$ cat src/rtl/adder_pkg.sv
// Shared definitions for the bit-serial adder/subtractor: state encoding and
// the bit-counter width helper.
package adder_pkg;

    typedef enum logic [1:0] {
        ST_IDLE = 2'd0,
        ST_RUN  = 2'd1,
        ST_DONE = 2'd2
    } state_t;

    // Counter must index bits 0..width-1 and stay at least one bit wide.
    function automatic int cnt_width(input int width);
        return (width <= 1) ? 1 : $clog2(width);
    endfunction

endpackage

$ cat src/rtl/fa_cell.sv
// Single-bit full adder; the only arithmetic in the serial datapath.
module fa_cell (
    input  logic x,
    input  logic y,
    input  logic ci,
    output logic s,
    output logic co
);

    assign s  = x ^ y ^ ci;
    assign co = (x & y) | (x & ci) | (y & ci);

endmodule

$ cat src/rtl/serial_adder.sv
// Bit-serial adder/subtractor: one full-adder cell and a registered carry,
// LSB first, with valid/ready handshakes on operands and result.
module serial_adder
    import adder_pkg::*;
#(
    parameter int WIDTH = 8
) (
    input  logic             clk,
    input  logic             rst_n,
    input  logic             in_valid,
    output logic             in_ready,
    input  logic [WIDTH-1:0] a,
    input  logic [WIDTH-1:0] b,
    input  logic             cin,
    input  logic             sub,
    output logic             out_valid,
    input  logic             out_ready,
    output logic [WIDTH-1:0] sum,
    output logic             cout,
    output logic             ovf,
    output logic             busy
);

    localparam int             CW   = cnt_width(WIDTH);
    localparam logic [CW-1:0]  LAST = CW'(WIDTH - 1);

    state_t            state_q, state_d;
    logic [WIDTH-1:0]  a_q, a_d;
    logic [WIDTH-1:0]  b_q, b_d;
    logic [WIDTH-1:0]  sum_q, sum_d;
    logic [CW-1:0]     cnt_q, cnt_d;
    logic              carry_q, carry_d;
    logic              cout_q, cout_d;
    logic              ovf_q, ovf_d;
    logic              fa_s, fa_co;

    fa_cell u_fa (
        .x  (a_q[0]),
        .y  (b_q[0]),
        .ci (carry_q),
        .s  (fa_s),
        .co (fa_co)
    );

    always_comb begin
        // NOTE: every variable gets a default first so no path leaves it unassigned (no latches).
        state_d = state_q;
        a_d     = a_q;
        b_d     = b_q;
        sum_d   = sum_q;
        cnt_d   = cnt_q;
        carry_d = carry_q;
        cout_d  = cout_q;
        ovf_d   = ovf_q;

        case (state_q)
            ST_IDLE: begin
                if (in_valid && in_ready) begin
                    a_d     = a;
                    // Subtraction is a + ~b + 1, so the +1 rides in on the carry.
                    b_d     = sub ? ~b : b;
                    carry_d = sub ? 1'b1 : cin;
                    cnt_d   = '0;
                    sum_d   = '0;
                    state_d = ST_RUN;
                end
            end
            ST_RUN: begin
                a_d              = a_q >> 1;
                b_d              = b_q >> 1;
                carry_d          = fa_co;
                sum_d            = sum_q >> 1;
                sum_d[WIDTH-1]   = fa_s;
                if (cnt_q == LAST) begin
                    // carry_q is the carry into the MSB for this final bit.
                    cout_d  = fa_co;
                    ovf_d   = carry_q ^ fa_co;
                    state_d = ST_DONE;
                end else begin
                    cnt_d = cnt_q + CW'(1);
                end
            end
            ST_DONE: begin
                if (out_ready) begin
                    state_d = ST_IDLE;
                end
            end
            default: state_d = ST_IDLE;
        endcase
    end

    // NOTE: state uses non-blocking assignments so all flops update together at the edge.
    always_ff @(posedge clk or negedge rst_n) begin
        if (!rst_n) begin
            state_q <= ST_IDLE;
            a_q     <= '0;
            b_q     <= '0;
            sum_q   <= '0;
            cnt_q   <= '0;
            carry_q <= 1'b0;
            cout_q  <= 1'b0;
            ovf_q   <= 1'b0;
        end else begin
            state_q <= state_d;
            a_q     <= a_d;
            b_q     <= b_d;
            sum_q   <= sum_d;
            cnt_q   <= cnt_d;
            carry_q <= carry_d;
            cout_q  <= cout_d;
            ovf_q   <= ovf_d;
        end
    end

    assign in_ready  = (state_q == ST_IDLE) && rst_n;
    assign out_valid = (state_q == ST_DONE);
    assign busy      = (state_q != ST_IDLE);
    assign sum       = sum_q;
    assign cout      = cout_q;
    assign ovf       = ovf_q;

endmodule

$ cat config.mk
export PLATFORM = sky130hd
export DESIGN_NAME = serial_adder
export DESIGN_NICKNAME = d
export VERILOG_FILES = /design/src/rtl/adder_pkg.sv /design/src/rtl/fa_cell.sv /design/src/rtl/serial_adder.sv
export SDC_FILE = /design/constraint.sdc
export NUM_CORES = 1
export LEC_CHECK = 0
export ABC_AREA = 1
export ABC_CLOCK_PERIOD_IN_PS = 2800
export BUFFER_PORTS_ARGS = -buffer_cell sky130_fd_sc_hd__buf_4
export CORE_MARGIN = 2
export CORE_UTILIZATION = 48
export CTS_CLUSTER_SIZE = 16
export DETAILED_ROUTE_END_ITERATION = 8
export MAX_ROUTING_LAYER = met4
export PLACE_DENSITY = 0.73
export SETUP_SLACK_MARGIN = 0.4
export SLEW_MARGIN = 0
export SYNTH_ARGS = -nofsm -noshare
export SYNTH_HDL_FRONTEND = slang
export SYNTH_SLANG_ARGS = --single-unit
$ cat constraint.sdc
create_clock -name clk -period 2.8 [get_ports clk]
set_clock_uncertainty 0.15 [all_clocks]
set_input_delay 0 -clock clk [delete_from_list [all_inputs] [get_ports clk]]
set_output_delay 0 -clock clk [all_outputs]
set_load 0.1 [all_outputs]
* Word level (Yosys, flattened, before mapping) *
Cells that the tools add are included.

cells by class
  add/subtract/negate cells = 1
  equality and inequality tests = 7
  muxes and demuxes = 17
  bitwise logic cells = 9
  reduce and logical (&&, ||, !) cells = 9

operator list
  kind                                                 count
  case mux 8 bit (2 select lines)                      3
  2-to-1 mux 8 bit                                     4
  NOT 8 bit                                            1
  2-to-1 mux 2 bit                                     3
  2-to-1 mux 3 bit                                     2
  != test 2 bit, second input constant                 3
  case mux 2 bit (3 select lines)                      1
  case mux 3 bit (2 select lines)                      1
  AND reduction 3 bit                                  2
  AND reduction 2 bit                                  2
  nonzero test 2 bit                                   2
  adder 3 x 1 -> 3 bit, second input constant          1
  bitwise AND 1 bit                                    3
  equality test 3 bit, second input constant           1
  bitwise XOR 1 bit                                    3
  equality test 2 x 1 -> 1 bit, second input constant  1
  equality test 2 bit, second input constant           1
  logical AND 1 bit                                    2
  zero test 2 bit                                      1
  2-to-1 mux 1 bit                                     2
  != test 2 x 1 -> 1 bit, second input constant        1
  OR 1 bit                                             2
  case mux 1 bit (2 select lines)                      1

storage, ports and cells
  flip-flop bits (word level) = 32
  input bits = 22
  output and inout port bits = 13

* Logic depth before layout (Yosys ltp) *
Gate-level depths: netlist of the first run.

  word-level depth = 5
  depth in mapped cells = 8
  depth with buffers taken out = 7

* Hierarchy *
Synthesis of the first run repeated with hierarchy kept, for this count alone.

unflattened totals
  cells, all modules = 224
  area, all modules = 1675.4 µm²

modules (own cells, without submodules)
  module        instances  cells each  area each (µm²)
  serial_adder  1          223         1655.3
  fa_cell       1          1           20.0

* Worst setup path after synthesis of the first run *
Ideal clock, no wire load.

  path type = reg-to-reg
  start = register state_q[0]
  end = register a_q[7]
  setup time = 73 ps
  arrival time = 2645 ps
  required time = 2577 ps
  path slack = -67 ps
  stages on the path, launching flop included = 6
  buffers on the path = 0
  path through = dfrtp_1 > nor2_2 > inv_1 > nor2_1 > nand3_1 > nand2_1

between the ends
  word-level cells in the longest chain between the ends = 5
  elaborated cells on any way between the ends = 8
  those cells by class = eq/ne: 2; mux: 1; reduce/logical: 5

RTL lines
  what                                  RTL line             text
  from (decl)                           serial_adder.sv:27   state_t state_q, state_d;
  from (signal assigned)                serial_adder.sv:104  state_q <= state_d;
  zero test 2 bit                       serial_adder.sv:115  assign in_ready = (state_q == ST_IDLE) && rst_n;
  logical AND 1 bit                     serial_adder.sv:115
  named net in_ready                    serial_adder.sv:11   output logic in_ready,
  logical AND 1 bit                     serial_adder.sv:58   if (in_valid && in_ready) begin
  != test 2 bit (no source line)        --
  AND reduction 2 bit (no source line)  --
  to (signal assigned)                  serial_adder.sv:96   a_q <= '0;
  to (signal assigned)                  serial_adder.sv:105  a_q <= a_d;
  to (decl)                             serial_adder.sv:28   logic [WIDTH-1:0] a_q, a_d;

The timed path passes the listed nets, and every way through them passes these cells.
A chain may end at the register's enable or synchronous reset.

* Final worst setup path of the first run *
  start = register state_q[0]
  end = register carry_q

between the ends
  word-level cells in the longest chain between the ends = 5
  elaborated cells on any way between the ends = 8
  those cells by class = eq/ne: 2; mux: 1; reduce/logical: 5

RTL lines
  what                                  RTL line                                 text
  zero test 2 bit                       serial_adder.sv:56, serial_adder.sv:115
  logical AND 1 bit                     serial_adder.sv:115
  logical AND 1 bit                     serial_adder.sv:58
  != test 2 bit (no source line)        --
  AND reduction 2 bit (no source line)  --
  to (signal assigned)                  serial_adder.sv:109                      carry_q <= carry_d;
  to (decl)                             serial_adder.sv:32                       logic carry_q, carry_d;

Several ways; a longest one is shown, not always the timed one.

==> impl_metrics.tcl, run 1 <==
set metrics [dict create \
    status "completed" \
    antenna_found_initial 0 \
    numCtsBuffers 5 \
    ant_nets 0 \
    syn_to_final_growth_pct 35.3 \
    hold-worst-slack_ns 0.0107 \
    p_comb_share_pct 58.2 \
    cts_buffer_depth 2 \
    diodes 0 \
    grt_overflow_total 0 \
    stdcell_count 332 \
    final_net_count 310 \
    pwr-share-seq_pct 31.1 \
    dieArea_mm2 0.00401 \
    setup.worst_path.end "carry_q" \
    p_sw_share_pct 53.4 \
    synth_cells 225 \
    grt_max_degree 47 \
    r2r_start "state_q[0]" \
    start_kind "flop" \
    final_common_cell "nand2_1" \
    p_per_area_mw_per_mm2 1100 \
    slew_headroom_pct 69.0 \
    tightest_slew_ns 0.465 \
    grt_pass1_wl_mm 6.74 \
    cts_sinks 32 \
    portBuffers 34 \
    setup_viol 0 \
    crit_type "flop to flop" \
    seq_area_frac_synth_pct 47.4 \
    synth_nets 250 \
    start_util_pct 50.2 \
    path_clk_slew_ns 0.09 \
    cts-resized-gates 0 \
    wl_mm 3.80 \
    fin_crit_sh_pct 70.0 \
    hold_path_class "primary input to async pin" \
    post-dp-hpwl_mm 2.26 \
    clk_latency_ns 0.31 \
    maxCapViolCount 0 \
    clkPwrFrac_pct 10.7 \
    dieWidth_um 63.3 \
    p_sw_mw 1.34 \
    vias 1602 \
    ctsRootBufferMaster "clkbuf_4" \
    r2r_setup_slack_ns 0.84 \
    coreArea_mm2 0.00336 \
    cts_setup_buffers 0 \
    critPathArrivalTime_ns 2.07 \
    rsz0062_at_grt "no" \
    cts_tree "done" \
    avgSynthCellArea_um2 7.50 \
    first_pass_iters 4 \
    rows 21 \
    placed_cells 295 \
    synthDistinctLibCells 21 \
    p_int_mw 1.17 \
    startpoint "state_q[0]" \
    avgRoutedWirePerCell_um 11.4 \
    cts_max_level 2 \
    slew_violations 0 \
    die_y_um 63.3 \
    fillers 293 \
    hold_viol_final 0 \
    gp_congestion 0.775 \
    crit_path_max_fanout 46 \
    drc_errors 0 \
    layout_common_cells "nand2_1, nand3_1, buf_4" \
    finalCriticalPeriod_ns 1.96 \
    drt_iter0_drc 121 \
    required_ns 2.91 \
    drt-vias-per-instance 4.83 \
    dp_slack_ns 1.11 \
    ir_drop_mv 0.476 \
    p_leak_nw 1.25 \
    grt_pass1_vias 1522 \
    r2r-end "carry_q" \
    r2r_cells 6 \
    max_freq_mhz 510 \
    timing.final.ws_setup_ns 0.839 \
    ioPinCount 35 \
    ys_warn_count 0 \
    grtUsageTotal_pct 22.1 \
    yosys_register_bits 32 \
    drive_gt1_share_pct 17.1 \
    netlist_area_mm2 0.00169 \
    cp-end-kind "flop" \
    finalSetupTns_ns 0 \
]
[repair_timing]
item,4_1_cts,5_1_grt
hold buffers,29,0
setup endpoints to repair,0,0
hold endpoints to repair,50,0
[flip-flops by register name (all words and copies together), names as in the netlist]
name,flops
carry_q,1
sum,8
ovf,1
state_q,2
cout,1
a_q,8
cnt_q,3
b_q,8
[cells by family (layout without fill, tap and decap cells)]
logic type	Yosys count	count (layout)	synth area share, %
adders and majority gates	3	3	2.67
buffers and inverters	30	91	8.90
xor gates and xnor gates	2	2	1.04
and+or+nand+nor	152	152	38.0
DFF	32	32	47.4
AOI/OAI and AO/OA	6	6	1.93
[cell type report]
cell class / count / area, µm² / area share [%]
Sequential cell: 32 / 801 / 35.1
Timing Repair Buffer: 64 / 553 / 24.2
Multi-Input combinational cell: 163 / 739 / 32.4
Tap cell: 46 / 57.6 / 2.52
Clock buffer: 8 / 58.8 / 2.58
Inverter: 19 / 73.8 / 3.23
[metal layers]
layer,track usage [%],up-vias,part of all wire [%]
met3,5.89,6,3.7
met4,6.52,0,1.4
met5,-,-,0
met1,27.3,733,43
li1,-,821,-
met2,35.9,42,52
[cells in the mapped netlist, drive strengths merged]
cell type,instances,area (µm²)
nand2,109,427
nand3,37,190
fa,1,20.0
xnor2,1,8.76
ha,2,25.0
o21ai,5,25.0
xor2,1,8.76
o31ai,1,7.51
buf,11,76.3
nor2,6,25.0
inv,19,73.8
dfrtp,32,801
[worst min path at each step]
stage / start / end / cells past startpoint
after global routing: rst_n / sum[6] / 2
after global placement: rst_n / cnt_q[0] / 1
after floorplan: rst_n / a_q[0] / 0
after detailed placement: rst_n / ovf / 1
after CTS: rst_n / a_q[0] / 2
final: rst_n / ovf / 2
[per-stage QoR]
step / util (%) / area [µm²] / power (mW)
detailed placement: 57.5 / 1930 / 2.21
floorplan: - / 1690 / 1.97
finish: 67.9 / 2280 / 2.51
global placement: 57.5 / 1930 / 2.19
CTS: 67.9 / 2280 / 2.53
global route: 67.9 / 2280 / 2.73
[power by group through the flow]
stage               Clock, mW  Sequential (mW)  Combinational (mW)
finish                  0.270            0.781                1.46
floorplan                   0             1.24               0.733
CTS                     0.281            0.782                1.46
global route            0.320            0.807                1.60
detailed placement          0            0.792                1.42
global placement            0            0.789                1.40
[worst max-delay path: stages, from the launching register on]
cell           delay (ns)
dfrtp_1              0.45
nand2_4              0.39
o21ai_0              0.14
dlygate4sd3_1        0.58
nand2_1              0.08
nand2_1              0.05
nand2_1              0.06
Note: power is estimated with default switching activity, not from simulation.
==> inputs of run 2 (changes only) <==
--- a/config.mk
+++ b/config.mk
@@ -6,7 +6,7 @@
 export NUM_CORES = 1
 export LEC_CHECK = 0
 export ABC_AREA = 1
-export ABC_CLOCK_PERIOD_IN_PS = 2800
+export ABC_CLOCK_PERIOD_IN_PS = 2000
 export BUFFER_PORTS_ARGS = -buffer_cell sky130_fd_sc_hd__buf_4
 export CORE_MARGIN = 2
 export CORE_UTILIZATION = 48
==> constraint.sdc (replaced) <==
create_clock -name clk -period 2 [get_ports clk]
set_clock_uncertainty 0.15 [all_clocks]
set_input_delay 0 -clock clk [delete_from_list [all_inputs] [get_ports clk]]
set_output_delay 0 -clock clk [all_outputs]
set_load 0.1 [all_outputs]
==> run 2 against run 1 <==
  * Sequential power grew 42%
  * Sequential share of layout area shrank 0.81 points
  * Worst hold slack gained 0.026 ns
  * Die area is the same
  * Combinational power grew 42%
  * Power grew 42%
  * Via count grew 2.6%
  * Largest cell class unchanged
  * Highest routed layer unchanged
==> impl_metrics.tcl, run 2 (same netlist as run 1, synthesis figures left out) <==
set metrics [dict create \
    placed_cells 298 \
    die_y_um 63.3 \
    timing.final.ws_setup_ns 0.466 \
    hold_path_class "primary input to async pin" \
    post-dp-hpwl_mm 2.31 \
    rsz0062_at_grt "no" \
    crit_type "flop to primary output" \
    start_kind "flop" \
    p_per_area_mw_per_mm2 1530 \
    slew_violations 0 \
    setup_viol 0 \
    crit_buf_inv 2 \
    start_util_pct 50.2 \
    path_clk_slew_ns 0.10 \
    max_freq_mhz 652 \
    p_sw_share_pct 53.3 \
    finalCriticalPeriod_ns 1.53 \
    final_net_count 314 \
    ctsRootBufferMaster "clkbuf_4" \
    drt-vias-per-instance 4.89 \
    grt_overflow_total 0 \
    portBuffers 34 \
    dieWidth_um 63.3 \
    ioPinCount 35 \
    p_leak_nw 1.28 \
    clkPwrFrac_pct 10.9 \
    postLayoutCellArea_mm2 0.00234 \
    rows 21 \
    gp_congestion 0.789 \
    cts_max_level 2 \
    coreArea_mm2 0.00336 \
    syn_to_final_growth_pct 38.7 \
    status "completed" \
    seq_area_um2 802 \
    vias 1644 \
    pwr-share-seq_pct 31.0 \
    avgRoutedWirePerCell_um 11.4 \
    ir_drop_mv 0.575 \
    crit_chain "nor2_2, inv_1, nor2_4, buf_8" \
    drt_iter0_drc 159 \
    r2r_cells 4 \
    final_common_cell "nand2_1" \
    p_sw_mw 1.90 \
    tightest_slew_ns 0.659 \
    drive_gt1_share_pct 18.3 \
    multiInputGateArea_um2 753 \
    hold_viol_final 0 \
    cts_setup_buffers 0 \
    cp_num_cells 4 \
    cp_slowest_stage_delay_ns 0.48 \
    critPathArrivalTime_ns 1.38 \
    cts_tree "done" \
    clk_latency_ns 0.34 \
    p_comb_share_pct 58.1 \
    crit_path_top_delay_cell "dfrtp_2" \
    cts_buffer_depth 2 \
    required_ns 1.85 \
    first_pass_iters 5 \
    fillers 287 \
    fin_crit_sh_pct 76.7 \
    grt_pass1_wl_mm 6.73 \
    ant_nets 0 \
    dpl-instance-area_mm2 0.00196 \
    path_delay_family "flip-flops" \
    drc_errors 0 \
    antenna_found_initial 0 \
    crit_path_max_fanout 4 \
    p_int_mw 1.67 \
    maxCapViolCount 0 \
    grt_max_degree 27 \
    diodes 0 \
    numCtsBuffers 5 \
    grtUsageTotal_pct 22.2 \
    dp_slack_ns 0.480 \
    stdcell_count 336 \
    dieArea_mm2 0.00401 \
    cts_sinks 32 \
    hold-worst-slack_ns 0.0371 \
    wl_mm 3.83 \
    slew_headroom_pct 55.9 \
    cp-end-kind "primary output" \
    grt_pass1_vias 1554 \
    p_total_mw 3.57 \
    layout_common_cells "nand2_1, buf_4, nand3_1" \
]
## run 2: what timing repair did
| action | CTS | global route |
|---|---|---|
| setup endpoints to repair | 0 | 15 |
| endpoints found under the hold margin | 50 | 0 |
| resized for setup | 0 | 5 |
| hold buffers | 30 | 0 |
## run 2: final cells by class
| class | count | share of cell area (%) |
|---|---|---|
| Clock buffer | 8 | 2.51 |
| Tap cell | 46 | 2.46 |
| Sequential cell | 32 | 34.3 |
| Multi-Input combinational cell | 163 | 32.2 |
| Inverter | 19 | 3.26 |
| Timing Repair Buffer | 68 | 25.3 |
## run 2: layer usage
layer | vias up | track usage [%] | share of wire [%]
met1 | 761 | 25.7 | 43
li1 | 824 | - | -
met4 | 0 | 8.15 | 1.6
met5 | - | - | 0
met2 | 53 | 38.6 | 51
met3 | 6 | 4.29 | 4.4
## run 2: final timing paths
kind | slack, ns | from | end
worst min register to register | 0.36 | ovf | ovf
worst max register to register | 0.56 | carry_q | ovf
min in group clk | 0.26 | out_ready | state_q[1]
max in group asynchronous | 0.62 | rst_n | a_q[4]
worst min-delay path | 0.04 | rst_n | state_q[1]
worst max-delay path | 0.47 | state_q[0] | in_ready
## run 2: tightest hold or removal path, cell delays in order
cell	delay (ns)
dlygate4sd3_1	0.52
buf_4	0.13
buf_4	0.25
## run 2: power groups by stage
stage / Combinational (mW) / Clock (mW) / Sequential [mW]
after CTS: 2.06 / 0.389 / 1.10
after floorplan: 1.03 / 0 / 1.73
after detailed placement: 2.00 / 0 / 1.11
final: 2.07 / 0.389 / 1.11
after global routing: 2.28 / 0.437 / 1.15
after global placement: 1.99 / 0 / 1.11
## run 2: per-stage QoR
stage	utilization [%]	setup TNS [ns]
after global routing	69.6	0
after floorplan	-	-0.0446
after global placement	58.3	0
final	69.6	0
after CTS	69.0	0
after detailed placement	58.3	0
==> inputs of run 3 (changes only) <==
--- a/config.mk
+++ b/config.mk
@@ -5,15 +5,15 @@
 export SDC_FILE = /design/constraint.sdc
 export NUM_CORES = 1
 export LEC_CHECK = 0
-export ABC_AREA = 1
-export ABC_CLOCK_PERIOD_IN_PS = 2000
+export ABC_AREA = 0
+export ABC_CLOCK_PERIOD_IN_PS = 1500
 export BUFFER_PORTS_ARGS = -buffer_cell sky130_fd_sc_hd__buf_4
 export CORE_MARGIN = 2
 export CORE_UTILIZATION = 48
 export CTS_CLUSTER_SIZE = 16
 export DETAILED_ROUTE_END_ITERATION = 8
 export MAX_ROUTING_LAYER = met4
-export PLACE_DENSITY = 0.73
+export PLACE_DENSITY = 0.74
 export SETUP_SLACK_MARGIN = 0.4
 export SLEW_MARGIN = 0
 export SYNTH_ARGS = -nofsm -noshare
==> constraint.sdc (replaced) <==
create_clock -name clk -period 1.5 [get_ports clk]
set_clock_uncertainty 0.15 [all_clocks]
set_input_delay 0 -clock clk [delete_from_list [all_inputs] [get_ports clk]]
set_output_delay 0 -clock clk [all_outputs]
set_load 0.1 [all_outputs]
==> run 3 against run 2 <==
  * The flow now stops in global routing
  * Area after synthesis down 10%
  * Synthesized cell count down 31%
==> impl_metrics.tcl, run 3 <==
set metrics [dict create \
    synthDistinctLibCells 31 \
    status "aborted with a tool error" \
    avgSynthCellArea_um2 9.70 \
    dieWidth_um 60.1 \
    placed_cells 234 \
    synth_edf_count 0 \
    worst_path_end_type "register input" \
    yosys_register_bits 32 \
    yosys.cell_count.top_type "nand2_1" \
    post-dp-hpwl_mm 2.52 \
    seq_area_frac_synth_pct 52.9 \
    portBuffers 34 \
    synth_cells 156 \
    ys_warn_count 0 \
    synth_ff_type "dfrtp_1" \
    synth_commonest_cells "nand2_1, dfrtp_1, nand3_1, xnor2_1" \
    die_y_um 60.1 \
    firstError "[ERROR DPL-0038] Utilization greater than 100%, impossible to legalize" \
    cts_sinks 32 \
    gp_congestion 0.767 \
    netlist_area_mm2 0.00151 \
    numCtsBuffers 5 \
    synthArstFlopShare_pct 100 \
    synth_top_area_share_pct 52.9 \
    grt_max_degree 30 \
    synth_top_area_cell "dfrtp_1" \
    lastStage "global routing" \
    start_util_pct 50.0 \
    cts_buffer_depth 2 \
    crit_endpoint "b_q[3]$_DFFE_PN0P_/D" \
    ioPinCount 35 \
    rows 20 \
    ys_top_cells_by_area "dfrtp_1, nand2_1, nand3_1" \
    ctsRootBufferMaster "clkbuf_4" \
    synth_nets 181 \
    cts_max_level 2 \
]
run 3: cell types whose count changed after synthesis, sizes merged, moves of 3 or more:
cell    previous run  this run
buf               11         8
nor3               0         3
nor2               6         3
xnor2              1         7
inv               19         6
nand2            109        38
o211ai             0         6
nand3             37        26
run 3: cells by family after synthesis:
kind of cell | count (synthesis) | synth area share [%]
DFF | 32 | 52.9
adders and majority gates | 3 | 2.98
and+or+nand+nor | 78 | 24.6
muxes | 1 | 0.744
buffers and inverters | 16 | 5.21
AOI/OAI and AO/OA | 17 | 8.35
xor gates and xnor gates | 9 | 5.21
run 3: stage by stage:
step / instance area [µm²] / utilization, % / worst slack, ns
detailed placement: 2000 / 66.1 / -0.0776
CTS: 2850 / 94.3 / -0.0572
global placement: 2000 / 66.1 / -0.0268
floorplan: 1670 / - / -0.0476
run 3: repair_timing:
item / in CTS
setup endpoints to repair: 45
endpoints found under the hold margin: 50
gates cloned: 5
gates resized for setup: 74
hold buffers: 18
setup buffers: 17
pin swaps: 24
==> inputs of run 4 (changes only) <==
--- a/config.mk
+++ b/config.mk
@@ -9,12 +9,9 @@
 export ABC_CLOCK_PERIOD_IN_PS = 1500
 export BUFFER_PORTS_ARGS = -buffer_cell sky130_fd_sc_hd__buf_4
 export CORE_MARGIN = 2
-export CORE_UTILIZATION = 48
-export CTS_CLUSTER_SIZE = 16
+export CORE_UTILIZATION = 33
 export DETAILED_ROUTE_END_ITERATION = 8
-export MAX_ROUTING_LAYER = met4
-export PLACE_DENSITY = 0.74
-export SETUP_SLACK_MARGIN = 0.4
+export PLACE_DENSITY_LB_ADDON = 0.15
 export SLEW_MARGIN = 0
 export SYNTH_ARGS = -nofsm -noshare
 export SYNTH_HDL_FRONTEND = slang
==> run 4 against run 3 <==
  * The flow now finishes, with violations (setup timing)
  * Synthesized cell count unchanged
  * Area after synthesis unchanged
==> impl_metrics.tcl, run 4 <==
set metrics [dict create \
    seq_area_um2 801 \
    rsz0062_at_grt "yes" \
    first_pass_iters 4 \
    ys_warn_count 0 \
    hold_path_class "primary input to async pin" \
    cp-end-kind "flop" \
    seq_area_frac_synth_pct 52.9 \
    postLayoutCoreUtil_pct 56.2 \
    portBuffers 34 \
    finalCriticalPeriod_ns 1.58 \
    rows 24 \
    ctsRootBufferMaster "clkbuf_8" \
    tightest_slew_ns 0.564 \
    wl_mm 3.92 \
    coreArea_mm2 0.00438 \
    slew_violations 0 \
    diodes 0 \
    slew_headroom_pct 62.3 \
    fin_crit_sh_pct 105 \
    avgSynthCellArea_um2 9.70 \
    synth_xor_area_share_pct 5.21 \
    dieWidth_um 71.7 \
    synth_top_area_share_pct 52.9 \
    start_util_pct 34.5 \
    clkPwrFrac_pct 14.9 \
    synth_commonest_cells "nand2_1, dfrtp_1, nand3_1, xnor2_1" \
    numCtsBuffers 5 \
    yosys.area_share.simple_pct 24.6 \
    grt_max_degree 29 \
    drc_errors 0 \
    final_net_count 255 \
    timing.final.ws_setup_ns -0.0764 \
    cts_tree "done" \
    maxCapViolCount 0 \
    cts_sinks 32 \
    synth.mux.area_fraction_pct 0.744 \
    pwr-share-seq_pct 26.4 \
    fillers 392 \
    max_freq_mhz 634 \
    finalSetupTns_ns -0.194 \
    yosys.cell_count.top_type "nand2_1" \
    synth_ff_type "dfrtp_1" \
    synth_cells 156 \
    crit_type "flop to flop" \
    crit_path_max_fanout 6 \
    p_sw_mw 2.58 \
    p_per_area_mw_per_mm2 2240 \
    required_ns 1.53 \
    ys_top_cells_by_area "dfrtp_1, nand2_1, nand3_1" \
    synthArstFlopShare_pct 100 \
    synth_compound_area_share_pct 8.35 \
    drt_iter0_drc 46 \
    syn_to_final_growth_pct 62.8 \
    yosys_register_bits 32 \
    p_leak_nw 1.17 \
    ant_nets 0 \
    cts_buffer_depth 2 \
    p_sw_share_pct 46.7 \
    violations "setup timing" \
    hold-worst-slack_ns 0.120 \
    synth_fa_ha_area_share_pct 2.98 \
    grt_pass1_wl_mm 6.27 \
    synth_edf_count 0 \
    multiInputGateArea_um2 734 \
    ir_drop_mv 1.34 \
    cts_max_level 2 \
    synth_top_family_by_area "simple AND/OR/NAND/NOR gates" \
    drt-vias-per-instance 4.85 \
    drive_gt1_share_pct 36.8 \
    hold_viol_final 0 \
    layout_common_cells "buf_4, nand2_1, dfrtp_1" \
    dieArea_mm2 0.00514 \
    grt_pass1_vias 1349 \
    grtUsageTotal_pct 16.2 \
    synthDistinctLibCells 31 \
    gp_congestion 0.734 \
    setup_viol 6 \
    ioPinCount 35 \
    synth_top_area_cell "dfrtp_1" \
    path_clk_slew_ns 0.07 \
    dp_slack_ns -0.0813 \
    start_kind "flop" \
    grt_overflow_total 0 \
    die_y_um 71.7 \
    p_int_mw 2.95 \
    post-dp-hpwl_mm 2.41 \
    synth_nets 181 \
    antenna_found_initial 0 \
    netlist_area_mm2 0.00151 \
    p_total_mw 5.52 \
    critPathArrivalTime_ns 1.61 \
    avgRoutedWirePerCell_um 13.9 \
    vias 1373 \
    clk_latency_ns 0.29 \
    final_common_cell "buf_4" \
    p_comb_share_pct 58.7 \
    status "finished with violations" \
]
## run 4: timing repair
item	4_1_cts	5_1_grt
buffers inserted	2	4
pin swaps	4	13
gates cloned	0	1
endpoints found under the hold margin	50	0
gates resized for setup	4	22
endpoints found under the setup margin	6	17
hold buffers	24	0
## run 4: cells by family (layout without fill, tap and decap cells)
logic type	Yosys count	in the layout
XOR/XNOR	9	9
adder cells (fa/ha/maj)	3	3
buffers and inverters	16	91
AO/OA/AOI/OAI	17	17
flip-flops	32	32
AND/OR/NAND/NOR	78	78
multiplexers	1	1
## run 4: path summary, 6_finish.rpt
kind	startpoint	end	slack (ns)	depth (start not counted)
setup / recovery	state_q[0]	cnt_q[0]	-0.08	4
hold / removal	rst_n	state_q[1]	0.12	3
setup reg to reg	state_q[0]	cnt_q[0]	-0.08	4
hold reg to reg	a_q[5]	a_q[4]	0.34	2
max in group asynchronous	rst_n	sum[0]	0.15	3
min in group clk	in_valid	b_q[6]	0.16	4
## run 4: layout make-up
| cell class | count | share of cell area, % |
|---|---|---|
| sequential | 32 | 32.5 |
| multi-input combinational | 108 | 29.8 |
| timing repair buffer | 77 | 29.6 |
| clock buffer | 5 | 2.79 |
| tap | 52 | 2.64 |
| clock inverter | 3 | 1.73 |
| inverter | 6 | 0.915 |
## run 4: routing by layer
metal / vias up / wire length [µm] / share of wire (%) / GRT usage, %
met1: 671 / 1760 / 45 / 20.3
met2: 23 / 1940 / 50 / 25.3
met3: 5 / 158 / 4.0 / 5.49
met5: - / 0 / 0 / 0
li1: 674 / - / - / -
met4: 0 / 56 / 1.4 / 7.55
## run 4: power groups by stage
stage	clock network, mW	logic, mW	registers [mW]
finish	0.823	3.24	1.46
detailed placement	0	2.89	1.47
global placement	0	2.80	1.45
global route	0.904	3.45	1.50
CTS	0.844	3.05	1.45
floorplan	0	1.27	2.25
## run 4: critical path, stage by stage (launching register included)
cell and delay (ns):
dfrtp_1 0.41, buf_6 0.13, and4bb_4 0.42, nor2_2 0.09
mux2_4 0.26
## run 4: through the flow
step                      instance area, µm²  std cells
final                                   2460        283
after global routing                    2460        283
after CTS                               2320        278
after detailed placement                1940        244
after global placement                  1940        244
after floorplan                         1550        156
